## config.mk

```make
export PLATFORM = sky130hd
export DESIGN_NAME = disp_mux_scan
export DESIGN_NICKNAME = d
export VERILOG_FILES = /design/src/rtl/disp_mux_scan.sv
export SDC_FILE = /design/constraint.sdc
export NUM_CORES = 1
export LEC_CHECK = 0
export BUFFER_PORTS_ARGS = -buffer_cell sky130_fd_sc_hd__buf_2
export CAP_MARGIN = 10
export CORE_UTILIZATION = 25
export DETAILED_ROUTE_END_ITERATION = 16
export MAX_ROUTING_LAYER = met4
export PLACE_DENSITY_LB_ADDON = 0.08
export REMOVE_ABC_BUFFERS = 1
export SLEW_MARGIN = 20
export SYNTH_ARGS = -nofsm -noshare
export SYNTH_HDL_FRONTEND = slang
export SYNTH_SLANG_ARGS = --single-unit
```

## constraint.sdc

```tcl
create_clock -name clk -period 11.4 [get_ports clk]
set_input_delay 1.71 -clock clk [delete_from_list [all_inputs] [get_ports clk]]
set_output_delay 1.71 -clock clk [all_outputs]
set_load 0.01 [all_outputs]
```

## src/rtl/disp_mux_scan.sv

```systemverilog
// ---------------------------------------------------------------------------
// disp_mux_scan
//   N-channel display source selector with an auto-scan mode. It sits between
//   the CPU/peripheral data buses and the 7-segment/LED display driver.
//   Channel 0 is a CPU-written shadow register set, captured when EN is high.
//   Channels 1..NCH-1 pass their live bus slices through. The channel is
//   chosen either manually from Test or by an internal dwell timer that steps
//   through all channels. All outputs are registered.
//
// Ports
//   clk        rising-edge clock
//   rst        asynchronous active-high reset
//   EN         capture ch0 shadow from data_in/LES/point_in slice 0
//   Test       manual channel select (CW bits)
//   auto_scan  1 = dwell-timer scanning, 0 = manual selection from Test
//   hold       freeze outputs, channel select and dwell timer
//   data_in    channel k data at [k*DW +: DW]
//   LES        channel k blink enables at [k*SW +: SW]
//   point_in   channel k decimal points at [k*SW +: SW]
//   Disp_num   selected data (registered)
//   LE_out     selected blink enables (registered)
//   point_out  selected decimal points (registered)
//   ch_out     channel currently driving the outputs
//   ch_strobe  one-cycle pulse when ch_out changes
// ---------------------------------------------------------------------------
module disp_mux_scan #(
  parameter int              NCH      = 8,
  parameter int              DW       = 32,
  parameter int              SW       = 8,
  parameter int              DWELL    = 25_000_000,
  parameter logic [DW-1:0]   RST_DISP = 32'hAA5555AA,
  localparam int             CW       = $clog2(NCH)
) (
  input  logic              clk,
  input  logic              rst,
  input  logic              EN,
  input  logic [CW-1:0]     Test,
  input  logic              auto_scan,
  input  logic              hold,
  input  logic [NCH*DW-1:0] data_in,
  input  logic [NCH*SW-1:0] LES,
  input  logic [NCH*SW-1:0] point_in,
  output logic [DW-1:0]     Disp_num,
  output logic [SW-1:0]     LE_out,
  output logic [SW-1:0]     point_out,
  output logic [CW-1:0]     ch_out,
  output logic              ch_strobe
);

  localparam int              CNTW     = $clog2(DWELL);
  localparam logic [CW:0]     NCH_W    = (CW+1)'(NCH);
  localparam logic [CW-1:0]   LAST_CH  = CW'(NCH - 1);
  localparam logic [CW-1:0]   CH_ZERO  = {CW{1'b0}};
  localparam logic [CNTW-1:0] LAST_CNT = CNTW'(DWELL - 1);
  localparam logic [CNTW-1:0] CNT_ZERO = {CNTW{1'b0}};

  // channel 0 shadow registers
  logic [DW-1:0]   d0_q, d0_d;
  logic [SW-1:0]   le0_q, le0_d;
  logic [SW-1:0]   pt0_q, pt0_d;
  // selection / dwell state
  logic [CW-1:0]   sel_q, sel_d;
  logic [CNTW-1:0] cnt_q, cnt_d;
  logic            auto_q, auto_d;
  // output registers
  logic [DW-1:0]   disp_q, disp_d;
  logic [SW-1:0]   le_q, le_d;
  logic [SW-1:0]   pt_q, pt_d;
  logic [CW-1:0]   ch_q, ch_d;
  logic            stb_q, stb_d;

  logic            test_ok_s;

  // Per-channel views of the flattened buses; index 0 is never selected
  // because channel 0 is served from the shadow registers.
  logic [DW-1:0] data_ch_s [NCH];
  logic [SW-1:0] les_ch_s  [NCH];
  logic [SW-1:0] pt_ch_s   [NCH];

  for (genvar k = 0; k < NCH; k++) begin : g_slice
    assign data_ch_s[k] = data_in[k*DW +: DW];
    assign les_ch_s[k]  = LES[k*SW +: SW];
    assign pt_ch_s[k]   = point_in[k*SW +: SW];
  end

  // Test can exceed NCH-1 when NCH is not a power of two
  assign test_ok_s = ({1'b0, Test} < NCH_W);

  // Channel 0 shadow capture, independent of hold, mode and selection
  always_comb begin
    if (EN) begin
      d0_d  = data_in[DW-1:0];
      le0_d = LES[SW-1:0];
      pt0_d = point_in[SW-1:0];
    end else begin
      d0_d  = d0_q;
      le0_d = le0_q;
      pt0_d = pt0_q;
    end
  end

  // Channel select and dwell timer
  always_comb begin
    sel_d  = sel_q;
    cnt_d  = cnt_q;
    auto_d = auto_q;
    if (hold) begin
      sel_d  = sel_q;
      cnt_d  = cnt_q;
      auto_d = auto_q;
    end else begin
      // auto_q only advances while not held so a mode entry is never lost
      auto_d = auto_scan;
      if (!auto_scan) begin
        // manual mode (also the cycle after leaving auto): an exit beats a wrap
        cnt_d = CNT_ZERO;
        if (test_ok_s) begin
          sel_d = Test;
        end else begin
          sel_d = sel_q;
        end
      end else if (!auto_q) begin
        // entering auto: start from Test if it names a real channel
        cnt_d = CNT_ZERO;
        sel_d = test_ok_s ? Test : CH_ZERO;
      end else if (cnt_q == LAST_CNT) begin
        cnt_d = CNT_ZERO;
        sel_d = (sel_q == LAST_CH) ? CH_ZERO : sel_q + CW'(1);
      end else begin
        cnt_d = cnt_q + CNTW'(1);
        sel_d = sel_q;
      end
    end
  end

  // Output register next-state: the registered sel drives the mux, giving
  // two clocks from Test and one clock from a live input change
  always_comb begin
    disp_d = disp_q;
    le_d   = le_q;
    pt_d   = pt_q;
    ch_d   = ch_q;
    stb_d  = 1'b0;
    if (hold) begin
      disp_d = disp_q;
      le_d   = le_q;
      pt_d   = pt_q;
      ch_d   = ch_q;
      stb_d  = 1'b0;
    end else begin
      ch_d  = sel_q;
      stb_d = (sel_q != ch_q);
      if (sel_q == CH_ZERO) begin
        disp_d = d0_q;
        le_d   = le0_q;
        pt_d   = pt0_q;
      end else begin
        disp_d = data_ch_s[sel_q];
        le_d   = les_ch_s[sel_q];
        pt_d   = pt_ch_s[sel_q];
      end
    end
  end

  // State and output registers
  always_ff @(posedge clk or posedge rst) begin
    if (rst) begin
      d0_q   <= RST_DISP;
      le0_q  <= {SW{1'b1}};
      pt0_q  <= {SW{1'b0}};
      sel_q  <= CH_ZERO;
      cnt_q  <= CNT_ZERO;
      auto_q <= 1'b0;
      disp_q <= RST_DISP;
      le_q   <= {SW{1'b1}};
      pt_q   <= {SW{1'b0}};
      ch_q   <= CH_ZERO;
      stb_q  <= 1'b0;
    end else begin
      d0_q   <= d0_d;
      le0_q  <= le0_d;
      pt0_q  <= pt0_d;
      sel_q  <= sel_d;
      cnt_q  <= cnt_d;
      auto_q <= auto_d;
      disp_q <= disp_d;
      le_q   <= le_d;
      pt_q   <= pt_d;
      ch_q   <= ch_d;
      stb_q  <= stb_d;
    end
  end

  assign Disp_num  = disp_q;
  assign LE_out    = le_q;
  assign point_out = pt_q;
  assign ch_out    = ch_q;
  assign ch_strobe = stb_q;

endmodule

```

==> impl_summary.md <==
Pwr
The part of the power in combinational logic is 29.7%. The internal portion of total power is roughly 1.1 mW. The share of total power dissipated in the clock network is between 30% and 40%. The net switching power is 490 uW. The analysis attributes to cell leakage a power of 4.91 nW. Sequential cells burn about 37% of the power. The worst IR drop on VDD is approximately 0.000076 V. The completed layout was analyzed and its total power is 1.59 mW. The power per cell area is roughly 140 mW/mm2. The switching share of total power is 30.9%.

Critical path
The register-to-register setup slack is slightly above 8 ns. The largest fanout on the critical path is 38. The capturing element type of the critical path is a flip-flop. Measured in cells, the most critical reg-to-reg path has a length of 5. The start of the worst register-to-register path is sel_q[0]. The critical path ends at Disp_num[17]. At the worst endpoint, the required time is approximately 12 ns.

The startpoint kind of the worst setup timing path is a flip-flop. The critical path is of the reg -> reg type. For the worst setup path, the data arrival time is between 3 and 4 ns.

The critical path starts at sel_q[0]. The endpoint identified for the worst register-to-register timing path is Disp_num[17].

Synthesis
The count of different cell masters after synthesis is 42. In the synthesized netlist, the cells that appear most often are 96 x sky130_fd_sc_hd__mux4_2, 81 x sky130_fd_sc_hd__dfrtp_1, 51 x sky130_fd_sc_hd__a21oi_1. The synthesized design spends more area on one cell type than any other, namely sky130_fd_sc_hd__mux4_2. The most used flip-flop cell after synthesis is sky130_fd_sc_hd__dfrtp_1. Sequential cells were found to cover 40.3% of the synthesized design area.

The register bit total from synthesis is 129. The mapped cell area is a little over 0.008 mm2. The average instance area after synthesis is approximately 13 um2. The count of flip-flops with a built-in enable after synthesis is 0.

In the synthesized netlist, the number of instances is 625. Sorting the synthesized cells by area gives the leading types as sky130_fd_sc_hd__mux4_2 26%, sky130_fd_sc_hd__dfrtp_1 25%, sky130_fd_sc_hd__dfstp_2 15%. Summed over its instances, the top area cell type makes up 26.5% of the synthesized netlist area.

The fraction of synthesis flops using an asynchronous set or reset pin is between 90% and 100%. The cell with the most instances after synthesis is sky130_fd_sc_hd__mux4_2. The total of warnings raised by yosys is 0.

Final layout
The share of post-route cells with drive strength above 1 is between 60% and 70%. The total number of nets in the final design is approximately 1400. From synthesis to final layout, the design area changed by 39.2%. The final standard cell area without fillers is 0.0114 mm2. Once layout is complete, the cells apart from fillers number 1493. Once layout is complete, the utilization of the core stands at between 30% and 40%.

Clock tree
The tree is rooted in a sky130_fd_sc_hd__clkbuf_16. No sink is reached through more buffers than the 2 on the longest clock path. Hold repair after CTS inserted 0 buffers.

CTS built an H-tree with a depth of 4. The clock drives between 100 and 150 sinks. The total CTS buffers is 17. After clock tree synthesis, the clock-pin slew on the worst setup and hold paths is about 0.060 ns.

The quantity of gates resized following cts is 0. The number of buffers inserted to repair setup after CTS is 0. TritonCTS built the clock tree. The latest clock arrival within the worst-skew pair is 0.41 ns.

STA
Setup violations remaining at the end of the flow were counted as 0. Setup repair after global routing left no endpoint under its margin. The upper clock frequency limit is around 320 MHz. The worst max-slew margin expressed relative to the limit is a little under half. The post-route fraction of the period consumed by the critical path is about 28%. The total count of max-transition violations in the final report was 0. The shortest period the worst path allows is ~3.2 ns. The final worst clock skew is 0.0143 ns. For the final routed database, the setup TNS stands at 0 ns. The transition time of the tightest slew-check pin is slightly above 0.8 ns. The final number of hold-violating endpoints is 0.

GRT
The number of global-route vias before repair came to roughly 7600. The total routing usage reported by global routing is about a fifth. The first global-routing pass estimated 47300 um of wire. The total overflow left after global routing is 0.

The initial antenna violation count was 3. The pin count of the biggest net entering global routing is 73.

Floorplanning
The I/O pin count is about 440. The number of rows created at floorplan is between 60 and 70. The starting density of the core is 25.6%.

The die is 183 um tall. The die covers 0.0334 mm2. The core outline area is around 0.032 mm2. The floorplan step set the die width to approximately 180 um.

Drt
In this run the remaining antenna-violating nets after routing total 0. The residual DRC count is 0. The initial DRC count is between 200 and 250. The per-cell via count in the routed design is 4.87. The number of detailed-routing iterations run before antenna repair is 4. The total via count in the routed design is ~7300.

The total routed wirelength is between 30000 and 40000 um. In the final routed layout, each cell accounts on average for 21.3 um.

Place
The half-perimeter wire length after detailed placement is roughly 24000 um. Once placement completed, the tool counted placed cells totaling around 1500. Buffers placed on the I/O ports in this run total between 400 and 500. Once placement finished, the instance area stood at 0.0108 mm2. The routability congestion estimate is ~0.75.

Job
The tool flagged a number of max-cap violations equal to 0.

Worst hold path
The min-delay analysis places its worst path in the category reg -> reg. The critical hold path startpoint is pt0_q[0].

Run status
The run finished with clean final reports.
## worst min-delay path by stage
| stage | endpoint | cells past startpoint |
|---|---|---|
| 2_1_floorplan | d0_q[0] | 1 |
| 3_5_place_dp | d0_q[9] | 1 |
| 4_1_cts | d0_q[9] | 1 |
| 6_report | pt0_q[0] | 1 |
| 5_1_grt | d0_q[2] | 1 |
| 3_3_place_gp | d0_q[19] | 1 |
## cell usage in the layout, fill, tap and decap left out, types with 6 or more instances in the layout
master / n
sky130_fd_sc_hd__o22ai_1: 50
sky130_fd_sc_hd__dfrtp_1: 79
sky130_fd_sc_hd__buf_2: 443
sky130_fd_sc_hd__dfstp_2: 48
sky130_fd_sc_hd__inv_1: 6
sky130_fd_sc_hd__xor2_1: 6
sky130_fd_sc_hd__o21ai_0: 9
sky130_fd_sc_hd__nand4_1: 7
sky130_fd_sc_hd__a21oi_1: 51
sky130_fd_sc_hd__nand3_1: 15
sky130_fd_sc_hd__buf_4: 9
sky130_fd_sc_hd__mux2_2: 49
sky130_fd_sc_hd__clkbuf_16: 17
sky130_fd_sc_hd__mux4_2: 96
sky130_fd_sc_hd__nand2_1: 22
sky130_fd_sc_hd__nor2_1: 20
sky130_fd_sc_hd__xnor2_1: 11
sky130_fd_sc_hd__mux2i_1: 49
## registers in the layout, indices dropped and copies added, names as in the netlist
| register | flops |
|---|---|
| Disp_num | 32 |
| LE_out | 8 |
| auto_q | 1 |
| ch_out | 3 |
| ch_strobe | 1 |
| cnt_q | 25 |
| d0_q | 32 |
| le0_q | 8 |
| point_out | 8 |
| pt0_q | 8 |
| sel_q | 3 |
## cell type report
class | instances | area (um2)
Multi-Input combinational cell | 433 | 4640
Sequential cell | 129 | 3300
Fill cell | 3248 | 20500
Tap cell | 435 | 544
Antenna cell | 4 | 10.0
Timing Repair Buffer | 452 | 2280
Clock buffer | 19 | 443
Clock inverter | 13 | 113
Inverter | 8 | 35.0
## cells by family after synthesis
family                     Yosys count  share of synthesized area [%]
muxes                              194                           39.2
DFF                                129                           40.3
AOI/OAI and AO/OA                  120                           8.57
and+or+nand+nor                     98                           6.34
buffers and inverters               63                           3.13
xor gates and xnor gates            17                           1.82
adders and majority gates            4                          0.613
## per-stage QoR
step	hold WS (ns)	setup WS (ns)
2_1_floorplan	0.480	5.60
3_3_place_gp	0.491	7.94
3_5_place_dp	0.496	7.89
4_1_cts	0.510	8.08
5_1_grt	0.521	7.84
6_report	0.505	8.24
## routing by layer
metal / part of all wire, % / GRT usage [%] / up-vias / wire length, um
li1: - / - / 3339 / -
met5: 0 / - / - / 0
met3: 4.4 / 3.45 / 11 / 1410
met2: 53 / 34.0 / 201 / 16800
met4: 0.96 / 3.90 / 0 / 304
met1: 42 / 23.6 / 3719 / 13300
## critical path: stages (launching register included)
cell and delay (ns):
sky130_fd_sc_hd__dfrtp_4 0.77, sky130_fd_sc_hd__buf_4 0.68, sky130_fd_sc_hd__buf_4 0.69, sky130_fd_sc_hd__mux4_2 0.64, sky130_fd_sc_hd__mux2i_1 0.14, sky130_fd_sc_hd__a21oi_1 0.08
## power groups by stage
stage               clock network (mW)  registers [mW]  logic (mW)
global route                     0.562           0.602       0.513
CTS                              0.547           0.592       0.483
global placement                     0           0.599       0.482
detailed placement                   0           0.600       0.481
floorplan                            0           0.633       0.258
finish                           0.524           0.591       0.471
Note: power is estimated with default switching activity, not from simulation.
